<file path="src/rtl/palette_pkg.sv">
// palette_pkg
// Shared types and helpers for the parametrised palette RAM.
//   - entry_w / byte_cnt : entry width and CPU byte count for a channel depth
//   - pack_bytes         : CPU {hi, lo} byte pair -> 16-bit entry image
//   - entry_byte         : select CPU byte n of a zero-extended entry
//   - unpack_ch/pack_rgb : entry <-> {r, g, b} channel fields (R in the LSBs)
//   - state_e            : clear sequencer states
package palette_pkg;

    typedef enum logic {
        CLEAR = 1'b0,
        RUN   = 1'b1
    } state_e;

    function automatic int entry_w(input int ch_w);
        return 3 * ch_w;
    endfunction

    function automatic int byte_cnt(input int ch_w);
        return (3 * ch_w > 8) ? 2 : 1;
    endfunction

    function automatic logic [15:0] pack_bytes(input logic [7:0] lo, input logic [7:0] hi);
        return {hi, lo};
    endfunction

    // Callers zero-extend the entry first, so byte 1 of a narrow entry is 0.
    function automatic logic [7:0] entry_byte(input logic [15:0] e, input logic sel);
        return sel ? e[15:8] : e[7:0];
    endfunction

    // Channel n (0=R, 1=G, 2=B) of an entry packed as {B,G,R}.
    function automatic logic [4:0] unpack_ch(input logic [15:0] e, input int ch_w, input int n);
        logic [15:0] s;
        logic [15:0] mask;
        s    = e >> (n * ch_w);
        mask = 16'((32'd1 << ch_w) - 32'd1);
        return 5'(s & mask);
    endfunction

    function automatic logic [15:0] pack_rgb(input logic [4:0] r, input logic [4:0] g,
                                             input logic [4:0] b, input int ch_w);
        return 16'(r) | (16'(g) << ch_w) | (16'(b) << (2 * ch_w));
    endfunction

endpackage

</file>
<file path="src/rtl/palette_ram.sv">
// palette_ram
// 2**IDX_W x EW storage, one synchronous write port and two asynchronous
// read ports (maps onto distributed RAM). Contents are not reset; the
// owning block clears them with a sequencer.
//   clk              : write clock
//   we/waddr/wdata   : write port
//   raddr_a/rdata_a  : read port A (video lookup)
//   raddr_b/rdata_b  : read port B (CPU readback)
module palette_ram
    import palette_pkg::*;
#(
    parameter int IDX_W = 5,
    parameter int EW    = 6
) (
    input  logic             clk,
    input  logic             we,
    input  logic [IDX_W-1:0] waddr,
    input  logic [EW-1:0]    wdata,
    input  logic [IDX_W-1:0] raddr_a,
    output logic [EW-1:0]    rdata_a,
    input  logic [IDX_W-1:0] raddr_b,
    output logic [EW-1:0]    rdata_b
);

    logic [EW-1:0] mem [2**IDX_W];

    always_ff @(posedge clk) begin
        if (we) begin
            mem[waddr] <= wdata;
        end
    end

    // Reads are combinational, so a same-cycle write is seen only after the edge.
    assign rdata_a = mem[raddr_a];
    assign rdata_b = mem[raddr_b];

endmodule

</file>
<file path="src/rtl/palette_multi.sv">
// palette_multi
// Parametrised palette RAM between CPU I/O decode and the video pipeline.
// Entries are {B,G,R}, CH_W bits per channel. When an entry is wider than a
// byte the CPU writes the low byte into a latch (byte-select 0) and commits
// the whole entry with the high byte (byte-select 1).
// After reset a sequencer zeroes every entry; busy is high meanwhile, CPU
// writes are dropped and the video outputs are held at 0.
//   clk, reset_n        : clock, async active-low reset
//   wr_addr/wr_data/wr_en : CPU byte write ({entry, byte_sel} when two-byte)
//   rd_addr/rd_data     : CPU readback, one cycle latency
//   palidx/blank        : video lookup index, force-black
//   pal_r/pal_g/pal_b   : registered colour, one cycle latency
//   busy                : clear sequencer active
module palette_multi
    import palette_pkg::*;
#(
    parameter  int IDX_W    = 5,
    parameter  int CH_W     = 2,
    localparam int EW       = entry_w(CH_W),
    localparam bit TWO_BYTE = (byte_cnt(CH_W) == 2),
    localparam int AW       = IDX_W + (TWO_BYTE ? 1 : 0)
) (
    input  logic             clk,
    input  logic             reset_n,
    input  logic [AW-1:0]    wr_addr,
    input  logic [7:0]       wr_data,
    input  logic             wr_en,
    input  logic [AW-1:0]    rd_addr,
    output logic [7:0]       rd_data,
    input  logic [IDX_W-1:0] palidx,
    input  logic             blank,
    output logic [CH_W-1:0]  pal_r,
    output logic [CH_W-1:0]  pal_g,
    output logic [CH_W-1:0]  pal_b,
    output logic             busy
);

    localparam int ENTRIES = 2**IDX_W;

    state_e           state_q, state_d;
    logic [IDX_W-1:0] clr_cnt_q, clr_cnt_d;
    logic [7:0]       rd_data_q, rd_data_d;
    logic [CH_W-1:0]  pal_r_q, pal_r_d;
    logic [CH_W-1:0]  pal_g_q, pal_g_d;
    logic [CH_W-1:0]  pal_b_q, pal_b_d;
    logic             busy_w;

    // CPU address decode and write data, shaped by the byte protocol
    logic [IDX_W-1:0] wr_ent;
    logic [IDX_W-1:0] rd_ent;
    logic             rd_sel;
    logic             cpu_commit;
    logic [EW-1:0]    cpu_wdata;

    // RAM port signals
    logic             ram_we;
    logic [IDX_W-1:0] ram_waddr;
    logic [EW-1:0]    ram_wdata;
    logic [EW-1:0]    ram_rd_vid;
    logic [EW-1:0]    ram_rd_cpu;

    generate
        if (TWO_BYTE) begin : g_two_byte
            logic [7:0] latch_q, latch_d;

            assign wr_ent     = wr_addr[AW-1:1];
            assign rd_ent     = rd_addr[AW-1:1];
            assign rd_sel     = rd_addr[0];
            assign cpu_commit = wr_en & wr_addr[0];
            // Truncation keeps wr_data[EW-9:0] above the latched low byte.
            assign cpu_wdata  = EW'(pack_bytes(latch_q, wr_data));

            // Latch survives commits so one low byte can feed many entries.
            always_comb begin
                latch_d = latch_q;
                if (wr_en && !wr_addr[0] && !busy_w) begin
                    latch_d = wr_data;
                end
            end

            always_ff @(posedge clk or negedge reset_n) begin
                if (!reset_n) begin
                    latch_q <= 8'h00;
                end else begin
                    latch_q <= latch_d;
                end
            end
        end else begin : g_one_byte
            assign wr_ent     = wr_addr;
            assign rd_ent     = rd_addr;
            assign rd_sel     = 1'b0;
            assign cpu_commit = wr_en;
            assign cpu_wdata  = EW'(wr_data);
        end
    endgenerate

    // Clear sequencer and RAM write arbitration
    always_comb begin
        state_d   = state_q;
        clr_cnt_d = clr_cnt_q;
        busy_w    = 1'b0;
        ram_we    = 1'b0;
        ram_waddr = wr_ent;
        ram_wdata = cpu_wdata;
        case (state_q)
            CLEAR: begin
                busy_w    = 1'b1;
                ram_we    = 1'b1;
                ram_waddr = clr_cnt_q;
                ram_wdata = '0;
                clr_cnt_d = clr_cnt_q + IDX_W'(1);
                if (clr_cnt_q == IDX_W'(ENTRIES - 1)) begin
                    state_d = RUN;
                end
            end
            RUN: begin
                ram_we = cpu_commit;
            end
            default: begin
                state_d = CLEAR;
            end
        endcase
    end

    palette_ram #(
        .IDX_W (IDX_W),
        .EW    (EW)
    ) u_ram (
        .clk     (clk),
        .we      (ram_we),
        .waddr   (ram_waddr),
        .wdata   (ram_wdata),
        .raddr_a (palidx),
        .rdata_a (ram_rd_vid),
        .raddr_b (rd_ent),
        .rdata_b (ram_rd_cpu)
    );

    // Output registers; both read the pre-write RAM value on a collision.
    always_comb begin
        rd_data_d = entry_byte(16'(ram_rd_cpu), rd_sel);
        pal_r_d   = '0;
        pal_g_d   = '0;
        pal_b_d   = '0;
        if (!(blank || busy_w)) begin
            pal_r_d = CH_W'(unpack_ch(16'(ram_rd_vid), CH_W, 0));
            pal_g_d = CH_W'(unpack_ch(16'(ram_rd_vid), CH_W, 1));
            pal_b_d = CH_W'(unpack_ch(16'(ram_rd_vid), CH_W, 2));
        end
    end

    always_ff @(posedge clk or negedge reset_n) begin
        if (!reset_n) begin
            state_q   <= CLEAR;
            clr_cnt_q <= '0;
            rd_data_q <= 8'h00;
            pal_r_q   <= '0;
            pal_g_q   <= '0;
            pal_b_q   <= '0;
        end else begin
            state_q   <= state_d;
            clr_cnt_q <= clr_cnt_d;
            rd_data_q <= rd_data_d;
            pal_r_q   <= pal_r_d;
            pal_g_q   <= pal_g_d;
            pal_b_q   <= pal_b_d;
        end
    end

    assign rd_data = rd_data_q;
    assign pal_r   = pal_r_q;
    assign pal_g   = pal_g_q;
    assign pal_b   = pal_b_q;
    assign busy    = busy_w;

endmodule

</file>
<file path="config.mk">
export PLATFORM = sky130hd
export DESIGN_NAME = palette_multi
export DESIGN_NICKNAME = d
export VERILOG_FILES = /design/src/rtl/palette_pkg.sv /design/src/rtl/palette_ram.sv /design/src/rtl/palette_multi.sv
export SDC_FILE = /design/constraint.sdc
export NUM_CORES = 1
export LEC_CHECK = 0
export BUFFER_PORTS_ARGS = -buffer_cell sky130_fd_sc_hd__buf_2
export CAP_MARGIN = 20
export CORE_AREA = 2 2 137 240
export DETAILED_ROUTE_END_ITERATION = 8
export DIE_AREA = 0 0 139 242
export GPL_TIMING_DRIVEN = 0
export SLEW_MARGIN = 20
export SYNTH_ARGS = -nofsm -noshare
export SYNTH_HDL_FRONTEND = slang
export SYNTH_HIERARCHICAL = 1
export SYNTH_SLANG_ARGS = --single-unit
</file>
<file path="constraint.sdc">
create_clock -name clk -period 3.3 [get_ports clk]
set_input_delay 0.165 -clock clk [delete_from_list [all_inputs] [get_ports clk]]
set_output_delay 0.165 -clock clk [all_outputs]
set_load 0.1 [all_outputs]
</file>
* After elaboration in Yosys (flattened, before gate mapping)
Memories as Yosys holds them, arrays and structs flattened. A register that Yosys moved wholly into a read port is not among the register bits.
Cells that the tools add are included.
** Storage, ports and cells
- Output and inout port bits :: 15
- Bits of input ports :: 27
- Latch bits :: 0
- Memory bits (writable) :: 192
- Register bits :: 12
- ROM bits :: 0
- Logic and storage cells :: 22
- Memories kept :: 1
** Memory list
- u_ram.mem :: depth 32, width 6, rd ports 2, clocked after memory_dff 1, write ports 1, line palette_ram.sv:25 : logic [EW-1:0] mem [2**IDX_W];
** Cells by class
- $add $sub $neg :: 1
- Bitwise gates (word level) :: 1
- Order comparisons :: 0
- Reductions and logical operators :: 2
- Multiply operators :: 0
- Equal/unequal tests :: 1
- Div/mod/pow operators :: 0
- Shifts and indexed selects :: 0
- Mux-type cells :: 11
** Operators with widths (count)
- $mux W2 :: 3
- $mux W6 :: 1
- $add A5 B1 Y5 const B :: 1
- $eq A5 B5 Y1 const B :: 1
- $mux W1 :: 5
- $mux W5 :: 1
- $pmux W1 S2 :: 1
- $logic_not A1 Y1 :: 1
- $logic_or A1 B1 Y1 :: 1
- $not A1 Y1 :: 1

* Logic depth before layout (Yosys ltp)
Gate-level depths: netlist (run 1).
- Depth in word-level cells :: 4
- Gate-level depth with buffers :: 6
- Depth with buffers taken out :: 4

* Modules after synthesis
The synthesis (run 1) kept the hierarchy.
** By module, submodules not included
- palette_ram :: seq. area each 5765.5 um2, cells each 396, area an instance 9002.4 um2, times used 1
- palette_multi :: seq. area each 450.4 um2, cells each 54, area an instance 738.2 um2, times used 1

* Worst setup path after synthesis (run 1)
Ideal clock, no wire load.
- Path kind :: input-to-reg
- From :: input palidx[2]
- To :: register pal_b_q[1], in the netlist pal_b[1]
- Stages on the path :: 6
- Arrival :: 1999 ps
- Slack :: 1182 ps
- Buffers on the path :: 2
- Setup time :: 119 ps
- Required time :: 3181 ps
- Cells stage by stage :: clkbuf_1 -> buf_1 -> mux4_2 -> mux4_2 -> mux2_2 -> and2_1
** Between the ends
- Word-level cells in the longest chain between the ends :: 2
** Ends and longest elaborated chain
- from (decl) :: line palette_multi.sv:30 : input logic [IDX_W-1:0] palidx,
- $mem_v2 Z32 W6
- named net ram_rd_vid[5] :: line palette_multi.sv:59 : logic [EW-1:0] ram_rd_vid;
- $mux W2 :: line palette_multi.sv:145 : if (!(blank || busy_w)) begin
- named net pal_b_d[1] :: line palette_multi.sv:45 : logic [CH_W-1:0] pal_b_q, pal_b_d;
- to (signal assigned) :: line palette_multi.sv:166 : pal_b_q <= pal_b_d;
- to (decl) :: line palette_multi.sv:45
The timed path passes the listed nets, and every way through them passes these cells.
A chain may end at the register's enable or synchronous reset.

* Final worst setup path (run 1)
- From :: register state_q
- To :: memory u_ram.mem[4][2] (enable)
** Between the ends
- Elaborated cells between the ends (all ways) :: 5
- Those cells by class :: 4 x mux; 1 x bitwise
** RTL lines
- from (decl) :: line palette_multi.sv:40 : state_e state_q, state_d;
- from (signal assigned) :: line palette_multi.sv:161 : state_q <= state_d;
- $mux W5 :: line palette_multi.sv:105 : case (state_q)
- named net ram_waddr[1] :: line palette_multi.sv:57 : logic [IDX_W-1:0] ram_waddr;
- to (decl) :: line palette_ram.sv:25
The timed path passes the listed nets, and every way through them passes these cells.

==> results of run 1 <==
==> cells by family (layout without fill, tap and decap cells) <==
logic type	count (synthesis)	after routing	share of synthesized area (%)
other	1	2	0.0385
and+or+nand+nor	63	63	3.35
muxes	139	139	30.3
DFF	210	210	63.8
xor gates and xnor gates	3	3	0.270
buffers and inverters	32	97	2.00
adders and majority gates	2	2	0.257
==> power by group <==
group / total, mW / internal, mW / switching, mW
sequential: 2.93 / 2.93 / 0.00548
combinational: 0.593 / 0.214 / 0.379
clock: 2.11 / 1.15 / 0.960
total: 5.64 / 4.29 / 1.34
==> sequential cells by signal, summed over array words and instances, names as in the netlist <==
signal and flops:
pal_b 2, pal_r 2, rd_data 6, clr_cnt_q 5
pal_g 2, u_ram/mem 192, state_q 1
==> placed cells by master, fill, tap and decap left out, drive strengths merged, types with 3 or more instances in the layout <==
| cell | netlist | layout |
|---|---|---|
| clkbuf | 11 | 32 |
| mux2 | 19 | 19 |
| dfrtp | 18 | 18 |
| nor2 | 33 | 33 |
| edfxtp | 192 | 192 |
| inv | 1 | 4 |
| buf | 20 | 50 |
| clkinv | 0 | 6 |
| clkinvlp | 0 | 3 |
| nand3b | 5 | 5 |
| xnor2 | 3 | 3 |
| and2 | 12 | 12 |
| mux4 | 120 | 120 |
| or3b | 3 | 3 |
==> cell type report <==
class,instances,area [um^2]
Sequential cell,210,6220
Multi-Input combinational cell,209,3340
Inverter,1,3.75
Tap cell,400,500
Buffer,31,193
Timing Repair Buffer,32,165
Clock buffer,20,479
Clock inverter,13,111
Fill cell,2952,20800
==> Yosys cell counts <==
library cell and count:
or3_1 1, dfrtp_1 18, edfxtp_1 192, conb_1 1, xnor2_1 3, nand3b_1 5
nor2_1 33, or2_1 1, buf_4 2, and2_1 12, mux4_2 110, nand4b_1 1
mux2_2 19, inv_1 1, nand2b_1 2, or3b_2 1, clkbuf_1 10, nand3_1 2
buf_1 6, buf_6 5, and2b_4 1, mux4_1 5, buf_8 2, and3_1 1
mux4_4 5, buf_2 5, or3b_1 2, clkbuf_2 1, ha_1 2, nand2_1 1
==> per-stage QoR <==
stage          instance area, um^2  instances  utilization [%]
2_1_floorplan                 9740        451                -
3_3_place_gp                 10400        882             32.7
3_5_place_dp                 10400        882             32.7
4_1_cts                      11000        916             34.6
5_1_grt                      11000        916             34.6
6_report                     11000        916             34.6
==> how the worst min path moves through the flow <==
stage,slack [ns],endpoint
2_1_floorplan,-0.13,clr_cnt_q[0]
3_3_place_gp,0.12,clr_cnt_q[1]
3_5_place_dp,0.14,state_q
4_1_cts,0.12,rd_data[0]
5_1_grt,0.16,rd_data[0]
6_report,0.14,rd_data[0]
==> metal layers <==
layer / track usage (%) / up-vias / share of wire [%]
met1: 15.9 / 2618 / 33
met3: 2.17 / 57 / 5.5
met5: 0 / - / 0
met2: 28.6 / 237 / 56
li1: - / 2039 / -
met4: 8.11 / 0 / 5.1
==> repair_timing <==
item                                    in CTS  in global routing
resized for setup                            0                  0
hold endpoints to repair                    18                  0
endpoints found under the setup margin       0                  0
hold buffers                                 1                  0
==> summary.txt, run 1 <==
Yosys
  • YS warnings: 6
  • Area of the mapped netlist: 9740 um^2
  • Top post-synthesis cells by area: edfxtp_1, mux4_2, dfrtp_1, mux2_2, mux4_1
  • Synth unique cells: 30
  • Synth area leader: edfxtp_1
  • Syn Area/Cell: between 20 and 25 um^2
  • Synth Instances: 450
  • Top-area cell type share of the netlist area: 59.2%
  • Seq/Total Area, Yosys: 63.8%
  • Register bit total from synthesis: between 200 and 250

Critical path
  • Arr. time, crit path: 2.77 ns
  • CP Capture Point: u_ram/mem[4][2]
  • Critical path class: flop to flop
  • Worst Setup SP: state_q
  • Flop-to-flop setup slack: 0.65 ns
  • Worst setup SP type: flop
  • Register-to-Register Path Depth: 5
  • RR Startpoint: state_q
  • Largest stage delay on the critical path: 0.67 ns
  • Worst path cell trace: buf_6 > mux2_2 > or3b_2 > clkbuf_1 > nor2_1
  • CP Depth: 5
  • CP Max Fanout: 10
  • Crit path max-delay family: simple AND/OR/NAND/NOR gates
  • Critical path required time: 3.42 ns
  • Critical path's slowest cell: nor2_1
  • Worst Path Buf+Inv: 2
  • Worst Setup End Kind: flop
  • Worst reg2reg endpoint: u_ram/mem[4][2]

Flow run
  • Max Cap Viol: 0

Floorplanning
  • Row Count: 87
  • Die Span X: 139 um
  • Initial core utilization: between 30% and 40%
  • Die Ht: between 200 and 250 um
  • I/O pins: between 40 and 50
  • Core area: 31800 um^2
  • Die area: 33600 um^2

Place
  • Port Buf Inserts: 31
  • Gpl congestion: 0.910
  • Placement Setup Slack: 0.212 ns
  • Post-DP HPWL: 19100 um

Global routing
  • Largest net degree at the start of global routing: 33
  • Grt ovf: 0
  • Initial antenna violation count: 0
  • Vias in the first global route: 5524
  • Global-route wire length before repair: 37300 um
  • GRT Util Overall: 15.1%

Timing
  • Worst-case clock skew: roughly 0.011 ns
  • Final hold viol count: 0
  • Setup TNS: 0 ns
  • Worst Hold Slack: 0.141 ns
  • Minimum clock period: 2.65 ns
  • Setup ws final: 0.654 ns
  • Slew HR: 31.7%
  • Final Cycle Share: roughly four fifths
  • Fmax: ~0.38 GHz
  • RSZ-0062 raised after global routing: no
  • Setup violators final: 0
  • Slew Viols, Final: 0
  • Worst slew pin tran: 1.02 ns

Pwr
  • Overall power: approximately 5.6 mW
  • Peak supply drop: 236 uV
  • PD cells: 512 nW/um^2
  • Pleak: 3.49 nW

Run status
  • Outcome: finished clean

Layout
  • ANT cells: 0
  • Share of layout cells above drive strength 1: 42.6%
  • NumNets Final: roughly 530
  • Area Overhead vs Synth: 13.0%

CTS
  • Clk sinks: 210
  • CTS Buf Count: 19
  • Root buf cell: clkbuf_16
  • TritonCTS clock tree: done
  • H-Tree Depth: 1
  • Clock buffer depth: 3
  • Post-CTS setup buffers: 0
  • Worst skew pair latency: 0.49 ns
  • Clock Pin Slew Worst Setup and Hold Paths: 0.07 ns

Routing
  • DR vias: 4951
  • ANT nets after route: 0
  • Iter 0 DRT Violations: between 500 and 600
  • Vias per cell: 5.41
  • DRC viols: 0
  • First-pass iteration count of the detailed router: 4
  • Avg WL per Cell: 27.5 um
  • WL final: 25100 um

Hold path
  • Worst hold stages: 2
  • Worst hold-check path type: input port to flop
  • Hold Startpoint: rd_addr[3]
No activity file was read; power rests on OpenSTA's default activity.
==> run 2: changes to the inputs <==
==> constraint.sdc (replaced) <==
create_clock -name clk -period 2.7 [get_ports clk]
set_input_delay 0.135 -clock clk [delete_from_list [all_inputs] [get_ports clk]]
set_output_delay 0.135 -clock clk [all_outputs]
set_load 0.1 [all_outputs]
==> summary.txt, run 2 (same netlist as run 1, synthesis figures left out) <==
Run status
  • Outcome: finished clean

Floorplanning
  • Row Count: a little under 90
  • Die Ht: 242 um
  • Die Span X: 139 um
  • I/O pins: 42
  • Initial core utilization: 30.6%
  • Die area: 33600 um^2
  • Core area: 31800 um^2

Critical path
  • Flop-to-flop setup slack: 0.04 ns
  • Worst setup SP type: flop
  • Critical path class: flop to flop
  • Worst Path Buf+Inv: 2
  • Arr. time, crit path: around 2.8 ns
  • Worst reg2reg endpoint: u_ram/mem[0][5]
  • Worst path cell trace: buf_6 > mux2_2 > or3b_2 > clkbuf_1 > nor2_1
  • Largest stage delay on the critical path: 0.67 ns
  • Critical path's slowest cell: nor2_1
  • Worst Setup End Kind: flop
  • RR Startpoint: state_q
  • CP Max Fanout: 10
  • Register-to-Register Path Depth: 5
  • Critical path required time: 2.82 ns
  • Crit path max-delay family: simple AND/OR/NAND/NOR gates

Timing
  • Setup violators final: 0
  • Minimum clock period: 2.66 ns
  • Setup TNS: 0 ns
  • Slew Viols, Final: 0
  • Final hold viol count: 0
  • Setup ws final: 0.0387 ns
  • Worst-case clock skew: 0.0105 ns
  • Fmax: 0.376 GHz
  • RSZ-0062 raised after global routing: yes
  • Slew HR: between 30% and 40%
  • Worst slew pin tran: 1.03 ns
  • Final Cycle Share: between 90% and 100%

Hold path
  • Min-Delay Endpoint: rd_data[0]
  • Worst hold-check path type: input port to flop
  • Hold Startpoint: rd_addr[3]
  • Worst hold stages: 2

Flow run
  • Max Cap Viol: 0

Pwr
  • Power Internal: 5.25 mW
  • Clk pwr share: 37.5%
  • Combinational share of power: 10.5%
  • Sw Share: about a quarter
  • Sw Pwr: between 1.5 and 2 mW
  • Seq pwr share: 52.0%
  • Peak supply drop: 289 uV
  • PD cells: 626 nW/um^2
  • Pleak: 3.49 nW

Place
  • Placement Setup Slack: -0.358 ns
  • Placed Area: 10400 um^2
  • Gpl congestion: 0.910
  • Post-DP HPWL: 19100 um
  • Port Buf Inserts: 31
  • DP Cell Count: slightly below 900

Layout
  • Share of layout cells above drive strength 1: 42.8%
  • Area of the multi-input gates: 3340 um^2
  • Largest Register: u_ram/mem
  • NumNets Final: 533
  • Commonest non-fill, non-tap cells in the layout: edfxtp_1, mux4_2, buf_2
  • Layout fillers: 2951
  • Area Overhead vs Synth: 13.1%
  • Most common cell after layout, fill and taps aside: edfxtp_1
  • Layout Cells excl Fill: 916
  • Util after Layout: 34.6%
  • Total area of sequential cells: just over 6000 um^2
  • ANT cells: 0
  • Design area: 11000 um^2
  • Largest register FFs: approximately 190

CTS
  • Worst skew pair latency: 0.49 ns
  • Clock buffer depth: 3
  • Clk sinks: 210
  • H-Tree Depth: 1
  • Clock Pin Slew Worst Setup and Hold Paths: ~0.070 ns
  • CTS Buf Count: 19
  • Post-CTS setup buffers: 0
  • Root buf cell: clkbuf_16
  • TritonCTS clock tree: done

Global routing
  • Initial antenna violation count: 0
  • Largest net degree at the start of global routing: 33
  • GRT Util Overall: 15.1%
  • Grt ovf: 0
  • Global-route wire length before repair: 37300 um
  • GR Util met1: 15.9%
  • GRT busiest layer: met2
  • Routing usage on met3: 2.17%
  • Vias in the first global route: 5524
  • Met2 usage: 28.6%

Routing
  • Avg WL per Cell: 27.5 um
  • First-pass iteration count of the detailed router: 5
  • Vias per cell: 5.44
  • DRC viols: 0
  • DR vias: 4983
  • ANT nets after route: 0
  • WL final: 25200 um
  • Iter 0 DRT Violations: between 600 and 700
[run 2: cell counts in the layout (fill, tap and decap cells not counted)]
Identical to the previous run, type by type.
[run 2: area by class of cell]
cell class | instances | area share [%]
multi-input cells | 209 | 30.4
clock buffers | 20 | 4.35
repair buffers | 32 | 1.50
plain buffers | 31 | 1.75
well taps | 400 | 4.54
inverters | 1 | 0.0341
flip-flops and latches | 210 | 56.4
clock inverters | 13 | 1.01
[run 2: worst max path at each step]
| stage | startpoint | end | cells past startpoint |
|---|---|---|---|
| 6_report | state_q | u_ram/mem[0][5] | 5 |
| 5_1_grt | state_q | u_ram/mem[0][3] | 5 |
| 4_1_cts | state_q | u_ram/mem[4][2] | 5 |
| 3_5_place_dp | palidx[2] | pal_r[0] | 6 |
| 3_3_place_gp | palidx[2] | pal_r[1] | 6 |
| 2_1_floorplan | state_q | u_ram/mem[0][0] | 5 |
[run 2: repair_timing]
item | in CTS | in global routing
gates resized for setup | 0 | 1
setup endpoints to repair | 0 | 17
hold buffers | 1 | 0
hold endpoints to repair | 18 | 0
[run 2: metal layers]
| metal | wire length, um | vias to the layer above |
|---|---|---|
| met5 | 0 | - |
| met4 | 1240 | 0 |
| met3 | 1510 | 55 |
| met2 | 14100 | 257 |
| met1 | 8320 | 2632 |
| li1 | - | 2039 |
[run 2: worst reg2reg max path: stages, from the launching register on]
cell and delay [ns]:
dfrtp_1 0.36, buf_6 0.15, mux2_2 0.37, or3b_2 0.47, clkbuf_1 0.27, nor2_1 0.68
[run 2: power groups by stage]
stage	Sequential, mW	Combinational (mW)	Clock [mW]
4_1_cts	3.58	0.729	2.65
5_1_grt	3.58	0.757	2.78
6_report	3.58	0.726	2.59
3_5_place_dp	3.65	0.726	0
3_3_place_gp	3.65	0.714	0
2_1_floorplan	3.80	0.373	0
[run 2: metrics by stage]
step           total power, mW  hold WS [ns]
2_1_floorplan             4.17        -0.161
3_3_place_gp              4.37        0.0880
3_5_place_dp              4.38         0.107
4_1_cts                   6.96        0.0938
5_1_grt                   7.12         0.127
6_report                  6.89         0.111
==> run 3: changes to the inputs <==
--- a/config.mk
+++ b/config.mk
@@ -7,10 +7,11 @@
 export LEC_CHECK = 0
 export BUFFER_PORTS_ARGS = -buffer_cell sky130_fd_sc_hd__buf_2
 export CAP_MARGIN = 20
-export CORE_AREA = 2 2 137 240
+export CORE_AREA = 8 8 143 246
 export DETAILED_ROUTE_END_ITERATION = 8
-export DIE_AREA = 0 0 139 242
+export DIE_AREA = 0 0 151 254
 export GPL_TIMING_DRIVEN = 0
+export HOLD_SLACK_MARGIN = 0.06
 export SLEW_MARGIN = 20
 export SYNTH_ARGS = -nofsm -noshare
 export SYNTH_HDL_FRONTEND = slang
==> constraint.sdc (replaced) <==
create_clock -name clk -period 2.6 [get_ports clk]
set_input_delay 0.13 -clock clk [delete_from_list [all_inputs] [get_ports clk]]
set_output_delay 0.13 -clock clk [all_outputs]
set_load 0.1 [all_outputs]
==> summary.txt, run 3 (same netlist as run 1, synthesis figures left out) <==
Place
  • Post-DP HPWL: between 20000 and 25000 um
  • Gpl congestion: about 0.85
  • Port Buf Inserts: 31

Critical path
  • Critical path required time: between 2 and 3 ns
  • Worst path cell trace: buf_6 > mux2_2 > or3b_2 > clkbuf_1 > nor2_1
  • Worst Path Buf+Inv: 2
  • Worst setup SP type: flop
  • CP Max Fanout: 10
  • Largest stage delay on the critical path: 0.68 ns
  • Arr. time, crit path: 2.79 ns
  • Worst Setup End Kind: flop
  • Crit path max-delay family: simple AND/OR/NAND/NOR gates
  • Critical path's slowest cell: nor2_1
  • Critical path class: flop to flop

Layout
  • Commonest non-fill, non-tap cells in the layout: edfxtp_1, mux4_2, buf_2
  • Layout fillers: around 2900
  • Share of layout cells above drive strength 1: 42.1%
  • Area Overhead vs Synth: 13.8%
  • Largest register FFs: 192
  • NumNets Final: between 500 and 600
  • ANT cells: 0
  • Most common cell after layout, fill and taps aside: edfxtp_1
  • Largest Register: u_ram/mem

Routing
  • Iter 0 DRT Violations: 537
  • WL final: 26400 um
  • First-pass iteration count of the detailed router: 7
  • Avg WL per Cell: 28.8 um
  • DR vias: 5021
  • Vias per cell: 5.47
  • DRC viols: 0
  • ANT nets after route: 0

Floorplanning
  • I/O pins: 42
  • Core area: 31800 um^2
  • Initial core utilization: 30.6%
  • Die area: 38400 um^2
  • Die Span X: 151 um
  • Die Ht: 254 um
  • Row Count: just under 90

Global routing
  • Vias in the first global route: 5542
  • Largest net degree at the start of global routing: 33
  • Grt ovf: 0
  • Global-route wire length before repair: 38500 um
  • GRT Util Overall: 14.0%
  • Initial antenna violation count: 0

CTS
  • TritonCTS clock tree: done
  • Post-CTS setup buffers: 0
  • CTS Buf Count: 20
  • Clock Pin Slew Worst Setup and Hold Paths: approximately 0.07 ns
  • Clk sinks: 210
  • Root buf cell: clkbuf_16
  • Clock buffer depth: 3
  • Worst skew pair latency: 0.51 ns
  • H-Tree Depth: 1

Pwr
  • Seq pwr share: around 50%
  • PD cells: ~670 nW/um^2
  • Peak supply drop: about 390 uV
  • Combinational share of power: 10.3%
  • Pleak: 3.53 nW
  • Power Internal: 5.66 mW
  • Sw Share: 23.8%
  • Sw Pwr: 1.76 mW
  • Overall power: 7.42 mW
  • Clk pwr share: roughly two fifths

Timing
  • Slew HR: between 30% and 40%
  • Worst slew pin tran: 0.963 ns
  • Worst-case clock skew: between 0.015 and 0.02 ns
  • Setup TNS: -0.739 ns
  • Final hold viol count: 0
  • Fmax: 0.376 GHz
  • Setup violators final: 18
  • RSZ-0062 raised after global routing: yes
  • Minimum clock period: roughly 2.7 ns
  • Final Cycle Share: 102%
  • Worst Hold Slack: 0.0926 ns
  • Slew Viols, Final: 0
  • Setup ws final: -0.0582 ns

Flow run
  • Max Cap Viol: 0

Hold path
  • Worst hold-check path type: input port to flop

Run status
  • Failing checks: setup timing
  • Outcome: complete, but fails checks
[run 3: cell types whose count changed in the layout (fill, tap and decap cells not counted)]
cell and change:
bufinv_16 +1, clkinv_1 +5, clkbuf_16 +2, nor2_1 +1
clkinv_2 -3, clkinv_4 +1, nor2_2 -1, clkinv_8 +1
buf_2 +1, clkbuf_1 -1, inv_6 -3, clkbuf_2 -1
buf_6 +1, clkinvlp_4 -2
[run 3: final cells by class]
type                    count  area [um^2]  share of cell area, %
plain buffers              31          193                   1.74
clock inverters            13          129                   1.16
flip-flops and latches    210         6220                   56.1
well taps                 400          500                   4.52
multi-input cells         209         3340                   30.1
repair buffers             33          176                   1.59
inverters                   1         3.75                 0.0339
clock buffers              21          526                   4.74
[run 3: worst paths after layout]
kind	end	slack, ns	start	cells past startpoint
worst max-delay path	u_ram/mem[8][3]	-0.06	state_q	5
worst min-delay path	rd_data[4]	0.09	rd_addr[3]	2
worst max register to register	u_ram/mem[8][3]	-0.06	state_q	5
worst min register to register	clr_cnt_q[3]	0.53	clr_cnt_q[3]	1
max in group asynchronous	clr_cnt_q[4]	2.13	reset_n	2
min in group asynchronous	clr_cnt_q[1]	0.12	reset_n	2
[run 3: worst reg2reg max path: stages, from the launching register on]
cell and delay, ns:
dfrtp_1 0.36, buf_6 0.15, mux2_2 0.38, or3b_2 0.47, clkbuf_1 0.26, nor2_1 0.68
[run 3: power groups by stage]
stage	registers (mW)	logic, mW	clock network, mW
6_report	3.72	0.767	2.93
4_1_cts	3.72	0.766	3.00
5_1_grt	3.72	0.795	3.10
2_1_floorplan	3.94	0.387	0
3_3_place_gp	3.79	0.751	0
3_5_place_dp	3.80	0.764	0
[run 3: what timing repair did]
action                                  4_1_cts  5_1_grt
endpoints found under the setup margin       18       42
endpoints found under the hold margin        18        0
hold buffers                                  1        0
resized for setup                             0        0
[run 3: metal layers]
| metal | global-route usage, % | vias to the layer above | part of all wire [%] |
|---|---|---|---|
| met5 | 0 | - | 0 |
| met1 | 14.2 | 2673 | 33 |
| met2 | 26.7 | 243 | 56 |
| met3 | 2.34 | 61 | 6.0 |
| met4 | 7.19 | 0 | 4.8 |
| li1 | - | 2044 | - |
[run 3: per-stage QoR]
stage | utilization, % | cells | setup slack [ns] | instance area [um^2]
finish | 34.9 | 918 | -0.0582 | 11100
global route | 34.9 | 918 | -0.0946 | 11100
CTS | 34.8 | 917 | -0.0456 | 11100
detailed placement | 32.7 | 882 | -0.415 | 10400
global placement | 32.7 | 882 | -0.419 | 10400
floorplan | - | 451 | 0.492 | 9740
